--- src/rtl/reg_writeback_ctrl_pkg.sv ---
// Shared widths and the queued write-back entry type for the register-file write controller.
package reg_writeback_ctrl_pkg;
   localparam int DW       = 16;
   localparam int AW       = 3;
   localparam int NUM_REGS = 1 << AW;
   localparam int WB_DEPTH = 4;

   typedef struct packed {
      logic [AW-1:0] rd;
      logic [DW-1:0] data;
   } wb_entry_t;
endpackage

--- src/rtl/reg_writeback_ctrl_if.sv ---
// Result-push channels, register-file write port, scoreboard and bypass lookup bundle.
interface reg_writeback_ctrl_if;
   import reg_writeback_ctrl_pkg::*;

   logic                ld_valid;
   logic [AW-1:0]       ld_rd;
   logic [DW-1:0]       ld_data;
   logic                ld_ready;
   logic                alu_valid;
   logic [AW-1:0]       alu_rd;
   logic [DW-1:0]       alu_data;
   logic                alu_ready;
   logic                we;
   logic [AW-1:0]       waddr;
   logic [DW-1:0]       wdata;
   logic [NUM_REGS-1:0] pending;
   logic [AW-1:0]       raddr1;
   logic [AW-1:0]       raddr2;
   logic                fwd1_hit;
   logic [DW-1:0]       fwd1_data;
   logic                fwd2_hit;
   logic [DW-1:0]       fwd2_data;

   modport slave (
      input  ld_valid, ld_rd, ld_data, alu_valid, alu_rd, alu_data, raddr1, raddr2,
      output ld_ready, alu_ready, we, waddr, wdata, pending,
             fwd1_hit, fwd1_data, fwd2_hit, fwd2_data
   );

   modport master (
      output ld_valid, ld_rd, ld_data, alu_valid, alu_rd, alu_data, raddr1, raddr2,
      input  ld_ready, alu_ready, we, waddr, wdata, pending,
             fwd1_hit, fwd1_data, fwd2_hit, fwd2_data
   );
endinterface

--- src/rtl/reg_writeback_ctrl_wb_fifo.sv ---
// Dual-push, single-pop circular buffer; push0 lands before push1 on the same edge.
// Exposes its contents oldest-first so the owner can scan valid entries (index < count).
module wb_fifo
   import reg_writeback_ctrl_pkg::*;
#(
   parameter int DEPTH = WB_DEPTH
) (
   input  logic                   clk,
   input  logic                   rst,
   input  logic                   push0,
   input  wb_entry_t              din0,
   input  logic                   push1,
   input  wb_entry_t              din1,
   input  logic                   pop,
   output wb_entry_t              head,
   output logic [$clog2(DEPTH):0] count,
   output wb_entry_t              ordered [DEPTH]
);
   localparam int PW = $clog2(DEPTH);
   localparam int CW = PW + 1;

   wb_entry_t     mem [DEPTH];
   logic [PW-1:0] rd_ptr;
   logic [PW-1:0] wr_ptr;

   always_ff @(posedge clk) begin
      if (rst) begin
         rd_ptr <= '0;
         wr_ptr <= '0;
         count  <= '0;
      end else begin
         wr_ptr <= wr_ptr + PW'(push0) + PW'(push1);
         if (pop)
            rd_ptr <= rd_ptr + PW'(1);
         count <= count + CW'(push0) + CW'(push1) - CW'(pop);
      end
   end

   // Storage is left unreset; only entries below count are ever observed.
   always_ff @(posedge clk) begin
      if (push0)
         mem[wr_ptr] <= din0;
      if (push1)
         mem[push0 ? wr_ptr + PW'(1) : wr_ptr] <= din1;
   end

   assign head = mem[rd_ptr];

   always_comb begin
      for (int i = 0; i < DEPTH; i++)
         ordered[i] = mem[rd_ptr + PW'(i)];
   end
endmodule

--- src/rtl/reg_writeback_ctrl.sv ---
// Register-file write controller: in-order LD/ALU merge queue, one registered write per cycle,
// pending scoreboard; bypass lookup is built only when FORWARD_EN is defined.
module reg_writeback_ctrl
   import reg_writeback_ctrl_pkg::*;
#(
   parameter int DEPTH = WB_DEPTH
) (
   input logic                 clk,
   input logic                 rst,
   reg_writeback_ctrl_if.slave bus
);
   localparam int CW = $clog2(DEPTH) + 1;

   logic [CW-1:0] count;
   wb_entry_t     head;
   wb_entry_t     ordered [DEPTH];
   logic          ld_push;
   logic          alu_push;
   logic          pop;
   logic          we_q;
   logic [AW-1:0] waddr_q;
   logic [DW-1:0] wdata_q;
   logic [NUM_REGS-1:0] pending_c;

   // Ready depends only on the registered occupancy; the ALU needs room for a same-edge load too.
   assign bus.ld_ready  = (count <= CW'(DEPTH - 1));
   assign bus.alu_ready = (count <= CW'(DEPTH - 2));
   assign ld_push  = bus.ld_valid  & bus.ld_ready;
   assign alu_push = bus.alu_valid & bus.alu_ready;
   assign pop      = (count != '0);

   wb_fifo #(.DEPTH(DEPTH)) u_fifo (
      .clk     (clk),
      .rst     (rst),
      .push0   (ld_push),
      .din0    ('{rd: bus.ld_rd, data: bus.ld_data}),
      .push1   (alu_push),
      .din1    ('{rd: bus.alu_rd, data: bus.alu_data}),
      .pop     (pop),
      .head    (head),
      .count   (count),
      .ordered (ordered)
   );

   always_ff @(posedge clk) begin
      if (rst) begin
         we_q    <= 1'b0;
         waddr_q <= '0;
         wdata_q <= '0;
      end else begin
         we_q <= pop;
         if (pop) begin
            waddr_q <= head.rd;
            wdata_q <= head.data;
         end
      end
   end

   assign bus.we    = we_q;
   assign bus.waddr = waddr_q;
   assign bus.wdata = wdata_q;

   always_comb begin
      pending_c = '0;
      for (int i = 0; i < DEPTH; i++)
         if (CW'(i) < count)
            pending_c[ordered[i].rd] = 1'b1;
      if (we_q)
         pending_c[waddr_q] = 1'b1;
   end

   assign bus.pending = pending_c;

`ifdef FORWARD_EN
   logic [AW-1:0] raddr [2];
   logic [DW-1:0] fdata [2];

   assign raddr[0] = bus.raddr1;
   assign raddr[1] = bus.raddr2;

   // Scan oldest to newest so the youngest matching value wins; the output stage is oldest of all.
   always_comb begin
      for (int p = 0; p < 2; p++) begin
         fdata[p] = '0;
         if (we_q && waddr_q == raddr[p])
            fdata[p] = wdata_q;
         for (int i = 0; i < DEPTH; i++)
            if (CW'(i) < count && ordered[i].rd == raddr[p])
               fdata[p] = ordered[i].data;
      end
   end

   assign bus.fwd1_hit  = pending_c[bus.raddr1];
   assign bus.fwd1_data = fdata[0];
   assign bus.fwd2_hit  = pending_c[bus.raddr2];
   assign bus.fwd2_data = fdata[1];
`else
   assign bus.fwd1_hit  = 1'b0;
   assign bus.fwd1_data = '0;
   assign bus.fwd2_hit  = 1'b0;
   assign bus.fwd2_data = '0;
`endif
endmodule

--- src/flat_wrapper.sv ---
// flat-port wrapper written by rule: the top's interface ports become plain ports
module reg_writeback_ctrl_flat import reg_writeback_ctrl_pkg::*;
#(
   parameter int DEPTH = WB_DEPTH
)
  (clk, rst, bus_ld_valid, bus_ld_rd, bus_ld_data, bus_alu_valid, bus_alu_rd, bus_alu_data, bus_raddr1, bus_raddr2, bus_ld_ready, bus_alu_ready, bus_we, bus_waddr, bus_wdata, bus_pending, bus_fwd1_hit, bus_fwd1_data, bus_fwd2_hit, bus_fwd2_data);
  reg_writeback_ctrl_if bus_i ();
  input logic clk;
  input logic rst;
  input wire logic [$bits(bus_i.ld_valid)-1:0] bus_ld_valid;
  input wire logic [$bits(bus_i.ld_rd)-1:0] bus_ld_rd;
  input wire logic [$bits(bus_i.ld_data)-1:0] bus_ld_data;
  input wire logic [$bits(bus_i.alu_valid)-1:0] bus_alu_valid;
  input wire logic [$bits(bus_i.alu_rd)-1:0] bus_alu_rd;
  input wire logic [$bits(bus_i.alu_data)-1:0] bus_alu_data;
  input wire logic [$bits(bus_i.raddr1)-1:0] bus_raddr1;
  input wire logic [$bits(bus_i.raddr2)-1:0] bus_raddr2;
  output wire logic [$bits(bus_i.ld_ready)-1:0] bus_ld_ready;
  output wire logic [$bits(bus_i.alu_ready)-1:0] bus_alu_ready;
  output wire logic [$bits(bus_i.we)-1:0] bus_we;
  output wire logic [$bits(bus_i.waddr)-1:0] bus_waddr;
  output wire logic [$bits(bus_i.wdata)-1:0] bus_wdata;
  output wire logic [$bits(bus_i.pending)-1:0] bus_pending;
  output wire logic [$bits(bus_i.fwd1_hit)-1:0] bus_fwd1_hit;
  output wire logic [$bits(bus_i.fwd1_data)-1:0] bus_fwd1_data;
  output wire logic [$bits(bus_i.fwd2_hit)-1:0] bus_fwd2_hit;
  output wire logic [$bits(bus_i.fwd2_data)-1:0] bus_fwd2_data;
  assign bus_i.ld_valid = bus_ld_valid;
  assign bus_i.ld_rd = bus_ld_rd;
  assign bus_i.ld_data = bus_ld_data;
  assign bus_i.alu_valid = bus_alu_valid;
  assign bus_i.alu_rd = bus_alu_rd;
  assign bus_i.alu_data = bus_alu_data;
  assign bus_i.raddr1 = bus_raddr1;
  assign bus_i.raddr2 = bus_raddr2;
  assign bus_ld_ready = bus_i.ld_ready;
  assign bus_alu_ready = bus_i.alu_ready;
  assign bus_we = bus_i.we;
  assign bus_waddr = bus_i.waddr;
  assign bus_wdata = bus_i.wdata;
  assign bus_pending = bus_i.pending;
  assign bus_fwd1_hit = bus_i.fwd1_hit;
  assign bus_fwd1_data = bus_i.fwd1_data;
  assign bus_fwd2_hit = bus_i.fwd2_hit;
  assign bus_fwd2_data = bus_i.fwd2_data;
  reg_writeback_ctrl #(.DEPTH(DEPTH)) u_core (.clk(clk), .rst(rst), .bus(bus_i));
endmodule
--- config.mk ---
export PLATFORM = sky130hd
export DESIGN_NAME = reg_writeback_ctrl_flat
export DESIGN_NICKNAME = d
export VERILOG_FILES = /design/src/rtl/reg_writeback_ctrl_pkg.sv /design/src/rtl/reg_writeback_ctrl_if.sv /design/src/rtl/reg_writeback_ctrl_wb_fifo.sv /design/src/rtl/reg_writeback_ctrl.sv /design/src/flat_wrapper.sv
export SDC_FILE = /design/constraint.sdc
export NUM_CORES = 1
export LEC_CHECK = 0
export ABC_AREA = 1
export CORE_AREA = 2 2 153 80
export CTS_BUF_LIST = sky130_fd_sc_hd__clkbuf_4
export DETAILED_ROUTE_END_ITERATION = 7
export DIE_AREA = 0 0 155 82
export PLACE_DENSITY = 0.86
export SLEW_MARGIN = 20
export SYNTH_ARGS = -nofsm -noshare
export SYNTH_HDL_FRONTEND = slang
export SYNTH_SLANG_ARGS = --single-unit
--- constraint.sdc ---
create_clock -name clk -period 3 [get_ports clk]
set_clock_uncertainty 0.1 [all_clocks]
set_input_delay 0.6 -clock clk [delete_from_list [all_inputs] [get_ports clk]]
set_output_delay 0.6 -clock clk [all_outputs]
set_load 0.03 [all_outputs]
# Word level (Yosys, flattened, before mapping)
# Memory sizes are Yosys's and may differ from the RTL's. A register that Yosys moved wholly into a read port is not among the register bits.
# Cells that the tools add are included.
# totals
reg_bits,27
ram_bits,76
inputBits,48
out_inout_bits,64
elab_cells,66
mem_count,1
# memory_table
memory,depth,width,read_ports,rd_ports_with_merged_regs,wr,line,rtl
u_core.u_fifo.mem,4,19,4,1,2,reg_writeback_ctrl_wb_fifo.sv:22,wb_entry_t mem [DEPTH];
# op_classes
n_addsub,9
n_lt_le_gt_ge,16
muxes,22
n_bitwise,6
reduce_logical,6
# op_table
operator,n
2-to-1 mux 8 bit,5
OR 8 bit,4
less-than comparator 3 x 4 -> 1 bit (second input constant),5
demux 1 bit (select 3 bit),5
greater-or-equal comparator 3 x 1 -> 1 bit (second input constant),5
2-to-1 mux 1 bit,9
adder 3 x 1 -> 3 bit,2
<= comparator 3 x 2 -> 1 bit (second input constant),2
less-than comparator 1 x 3 -> 1 bit (first input constant),2
less-than comparator 2 x 3 -> 1 bit (first input constant),2
2-to-1 mux 2 bit,3
logical AND 1 bit,5
adder 2 x 1 -> 2 bit,2
adder 2 x 1 -> 2 bit (second input constant),2
adder 2 bit (second input constant),2
nonzero test 3 bit,1
subtractor 3 x 1 -> 3 bit,1
bitwise AND 1 bit,2

# Logic depth before layout (Yosys ltp)
# Gate-level depths: netlist of the first run.
# An unclocked memory read counts as a cell.
# depth
depth_word,14
depth_mapped,11
mapped_depth_nobuf,11

# By module
# Synthesis of the first run repeated with hierarchy kept, for this count alone.
# unflattened
hier_cells,1060
area_unflattened_um2,7732.4
# by_module_without_submodules
mod,n_inst,cells_per_inst,area_per_inst_um2,seq_area_each_um2
wb_fifo,1,813,6088.3,2462.4
reg_writeback_ctrl,1,247,1644.1,400.4

# Worst setup path before layout of the first run
# OpenSTA, ideal clock, no wires.
# synth_path
path_type,reg2reg
startpoint,register u_core.u_fifo.count[2]
endpoint,register u_core.u_fifo.count[2]
setup_ps,114
t_arrival_ps,2271
required_time_ps,2786
setup_slack_ps,515
path_stages_with_launch,12
path_buffers,0
period_less_slack_ps,2485
cell_sequence,dfxtp_1 -> inv_2 -> ha_1 -> a21oi_2 -> a21boi_4 -> inv_1 -> ha_1 -> inv_1 -> fa_1 -> fa_1 -> xor2_1 -> nor2_1
# synth_via
elab_chain_len,5
elab_cells_between_ends,8
cone_classes,add/sub: 3; order compare: 2; bitwise: 2; reduce/logical: 1
# synth_lines
item,line,rtl
start: declaration,reg_writeback_ctrl_wb_fifo.sv:16,"output logic [$clog2(DEPTH):0] count,"
start signal: assignment,reg_writeback_ctrl_wb_fifo.sv:35,count <= count + CW'(push0) + CW'(push1) - CW'(pop);
<= comparator 3 x 2 -> 1 bit,reg_writeback_ctrl.sv:26,assign bus.ld_ready = (count <= CW'(DEPTH - 1));
bitwise AND 1 bit,reg_writeback_ctrl.sv:28,assign ld_push = bus.ld_valid & bus.ld_ready;
adder 3 x 1 -> 3 bit (2 in a row),reg_writeback_ctrl_wb_fifo.sv:35,
subtractor 3 x 1 -> 3 bit *,reg_writeback_ctrl_wb_fifo.sv:35,
# Every way passes the cells marked *; elsewhere a longest branch is shown, timed or not.
# A chain may end at the register's enable or synchronous reset.

# Worst setup path in the final report of the first run
# layout_path
startpoint,register u_core.u_fifo.rd_ptr[0]
endpoint,output bus_pending[0]
# layout_via
elab_chain_len,14
elab_cells_between_ends,27
cone_classes,add/sub: 3; order compare: 6; mux: 10; bitwise: 4; reduce/logical: 3; memory: 1
# layout_lines
item,line,rtl
start: declaration,reg_writeback_ctrl_wb_fifo.sv:23,logic [PW-1:0] rd_ptr;
start signal: assignment,reg_writeback_ctrl_wb_fifo.sv:34,rd_ptr <= rd_ptr + PW'(1);
adder 2 x 1 -> 2 bit,reg_writeback_ctrl_wb_fifo.sv:51,ordered[i] = mem[rd_ptr + PW'(i)];
memory read (4 x 19 bit) *,-,
less-than comparator 3 x 4 -> 1 bit (not written as such) or greater-or-equal comparator 3 x 1 -> 1 bit (tied branches),reg_writeback_ctrl.sv:67,pending_c[ordered[i].rd] = 1'b1;
logical AND 1 bit (not written as such),reg_writeback_ctrl.sv:67,
2-to-1 mux 1 bit (not written as such),reg_writeback_ctrl.sv:67,
demux 1 bit (select 3 bit),-,
OR 8 bit (no source line),-,
2-to-1 mux 8 bit,reg_writeback_ctrl.sv:66,if (CW'(i) < count)
OR 8 bit (no source line),-,
2-to-1 mux 8 bit,reg_writeback_ctrl.sv:66,
OR 8 bit (no source line),-,
2-to-1 mux 8 bit *,reg_writeback_ctrl.sv:66,
OR 8 bit (no source line),-,
2-to-1 mux 8 bit *,reg_writeback_ctrl.sv:68,if (we_q)
end: declaration,flat_wrapper.sv:23,output wire logic [$bits(bus_i.pending)-1:0] bus_pending;
# Marks and branches as above.

==> results of run 1 <==
## kinds of logic after synthesis
group | Yosys count
other | 1
AND/OR/NAND/NOR | 341
buffers and inverters | 145
flip-flops | 105
adder cells (fa/ha/maj) | 10
AO/OA/AOI/OAI | 170
XOR/XNOR | 3
## cell usage in the layout, fill, tap and decap left out, drive strengths merged
| cell type | instances |
|---|---|
| clkdlybuf4s50 | 62 |
| nand2 | 216 |
| a21boi | 1 |
| clkbuf | 15 |
| xnor2 | 1 |
| nand3 | 32 |
| clkinv | 1 |
| and3 | 1 |
| dlygate4sd2 | 1 |
| ha | 7 |
| buf | 30 |
| fa | 3 |
| a21oi | 7 |
| inv | 73 |
| o22ai | 16 |
| bufinv | 2 |
| xor2 | 2 |
| conb | 34 |
| o21bai | 16 |
| o21ai | 130 |
| nor2 | 87 |
| edfxtp | 76 |
| dfxtp | 29 |
| nand4 | 5 |
## flip-flops by register name, indices dropped and copies added (netlist names), named ones only
signal                cells
u_core.u_fifo.rd_ptr      2
u_core.u_fifo.wr_ptr      2
u_core.bus.waddr          3
u_core.bus.we             1
u_core.bus.wdata         16
u_core.u_fifo.mem        76
u_core.u_fifo.count       3
## layer usage
layer  vias to the layer above  wire length (microns)  GRT usage, %
met1                      2339                   6520          34.2
met4                         0                     84          5.00
li1                       2609                      -             -
met5                         -                      0             0
met3                        14                   2030          9.02
met2                       299                   6210          36.4
## how the worst max path moves through the flow
stage	start	end	slack, ns	cells past startpoint
global route	u_core.u_fifo.rd_ptr[0]	bus_pending[0]	0.002	12
CTS	u_core.u_fifo.count[1]	bus_pending[6]	0.02	8
global placement	bus_alu_valid	u_core.u_fifo.count[2]	0.25	9
finish	u_core.u_fifo.rd_ptr[0]	bus_pending[0]	0.20	12
floorplan	u_core.u_fifo.count[2]	u_core.u_fifo.count[2]	0.51	11
detailed placement	bus_alu_valid	u_core.u_fifo.count[2]	0.20	9
## worst max-delay path: stages, from the launching register on
cell	delay, ns
dfxtp_1	0.34
inv_1	0.21
buf_4	0.20
nand2_1	0.05
nand2_1	0.08
nand2_1	0.07
nand2_1	0.15
nor2_1	0.07
nand2_1	0.10
nand2_1	0.06
nor2_1	0.09
nand2_1	0.06
buf_4	0.16
## power by group through the flow
stage | combinational [W] | clock (W) | sequential, W
floorplan | 0.00284 | 0 | 0.00269
global placement | 0.00415 | 0 | 0.00256
detailed placement | 0.00427 | 0 | 0.00257
CTS | 0.00426 | 0.000833 | 0.00254
global route | 0.00481 | 0.000896 | 0.00261
finish | 0.00432 | 0.000823 | 0.00255
## area by class of cell
| class | count | area (sq um) |
|---|---|---|
| Fill cell | 1007 | 4470 |
| Sequential cell | 105 | 2860 |
| Multi-Input combinational cell | 558 | 2640 |
| Timing Repair Buffer | 95 | 865 |
| Inverter | 73 | 274 |
| Tap cell | 150 | 188 |
| Clock buffer | 13 | 97.6 |
| Clock inverter | 3 | 66.3 |
## metrics by stage
step | hold WS (ns) | util (%) | power, W
6_report | 0.502 | 61.0 | 0.00769
5_1_grt | 0.565 | 61.0 | 0.00831
4_1_cts | 0.508 | 61.0 | 0.00763
3_5_place_dp | 0.488 | 59.6 | 0.00684
3_3_place_gp | 0.480 | 59.6 | 0.00671
2_1_floorplan | 0.451 | - | 0.00553
## what timing repair did
action	4_1_cts	5_1_grt
gates resized for setup	3	7
gates cloned	0	0
hold buffers	0	0
endpoints found under the setup margin	3	6
==> reports/qor.yml, run 1 <==
timing:
  fin_setup_tns_ns: 0
  tightest_slew_ns: 0.618
  slew_headroom_pct: 58.7
  rsz0062_at_grt: "false"
  hold_viol: 0
  fin_ws_ns: 0.202
  timing.final.crit_share_pct: 93.3
  slew_viol_final: 0
  timing.fmax_mhz: 357
  setup_viol: 0
  fin_crit_ns: 2.80
grt:
  track_usage_pct: 24.4
  grt_max_degree: 33
  grt_pass1_wl_mm: 23.7
  grt_pass1_vias: 4670
  gr-total-overflow: 0
  antenna_found_initial: 0
yosys:
  synth-main-ff-cell: "edfxtp_1"
  synth_most_common_cell: "nand2_1"
  async_flop_share_pct: 0
  synth-compound-area-share_pct: 15.3
  ys_seq_area_share_pct: 46.8
  ys.warnings.count: 0
  synth_simple_gate_area_share_pct: 22.4
  synth_top_area_share_pct: 37.3
  synth_top_family_by_area: "simple AND/OR/NAND/NOR gates"
  synth_common_cells: "214 x nand2_1, 88 x o21ai_0, 86 x nor2_1"
  synth-edff-count: 76
  synthDistinctLibCells: 33
  synth_top_cell_by_area: "edfxtp_1"
  synth_area_leaders: "edfxtp_1 37%, nand2_1 13%, dfxtp_1 9.5%"
  netlist_instances: 775
  synth_fa_ha_area_share_pct: 2.42
  ys_ff_latch: 105
  syn_area_sq_um: 6110
  avgSynthCellArea_sq_um: 7.89
  muxShareOfSynthArea_pct: 0
  synth_xor_area_share_pct: 0.737
power_and_ir_drop:
  clkPwrFrac_pct: 10.7
  p_seq_share_pct: 33.1
  netSwitchingFraction_pct: 47.9
  cellLeakagePower_nw: 3.20
  power.switching_w: 0.00368
  internal-power_w: 0.00401
  p_per_area_nw_per_um2: 1100
  ir_drop_uv: 573
  combPwrFrac_pct: 56.2
route:
  wire_per_inst_microns: 14.9
  vias: 5261
  drt_first_pass_iters: 5
  route.detailed.drc: 0
  ant_nets: 0
  finalWirelength_mm: 14.8
  routed_via_density: 5.28
  drt_iter0_markers: 520
cells_and_area:
  diodes: 0
  synthToLayoutAreaGrowth_pct: 14.3
  fin_cells: 997
  layout-drive-gt1-share_pct: 7.67
  nets: 900
  stdcell_area_sq_um: 6990
clock_network:
  clk-insertion-delay-late_ns: 0.46
  cts_buffers: 9
  cts_sinks: 105
  clkSlewWorstSetupHoldPaths_ns: 0.16
  clockRootBuffer: "clkbuf_4"
  clockBufferDepth: 2
  post_cts_buffers: 0
  cts.htree.levels: 3
  cts_tree: "done"
critical_path:
  cp_max_fo: 10
  worstSetupPathType: "reg2out"
  reg2reg_from: "u_core.u_fifo.count[1]"
  r2r_slack_ns: 0.37
  worst_ep_arrival_time_ns: 2.10
  endpoint_kind: "output port"
  rr_endpoint: "u_core.u_fifo.count[2]"
  rr_worst_depth: 12
  critPathRequiredTime_ns: 2.30
  worst_setup_path_start_kind: "flip-flop"
place:
  pre_cts_slack_ns: 0.195
  dp_hpwl_mm: 10.9
  gp_congestion: 0.916
  placed_cell_area_sq_um: 6820
  placed_cells: 981
  io_buffers: 71
floorplanning:
  die_w_microns: 155
  ios: 112
  die_area_sq_um: 12700
  rows: 28
  die_h_microns: 82
  start_util_pct: 53.4
  core_sq_um: 11500
min_path:
  min_to: "u_core.u_fifo.wr_ptr[1]"
  hp-class: "reg2reg"
  hold_depth: 2
  min-delay-start: "u_core.u_fifo.wr_ptr[1]"
status:
  status: "complete, no violations"
job:
  max_cap_violations: 0
No activity file was read; power rests on OpenSTA's default activity.
==> run 2, diff against run 1 <==
CAP_MARGIN = 20   (was unset)
TNS_END_PERCENT = 30   (was unset)
==> results of run 2 <==
The final DEF is identical to that of run 1; final timing and power are the same.
==> run 3, diff against run 2 <==
GPL_ROUTABILITY_DRIVEN = 1   (was unset)
==> results of run 3 <==
The final DEF is identical to that of run 1; final timing and power are the same.
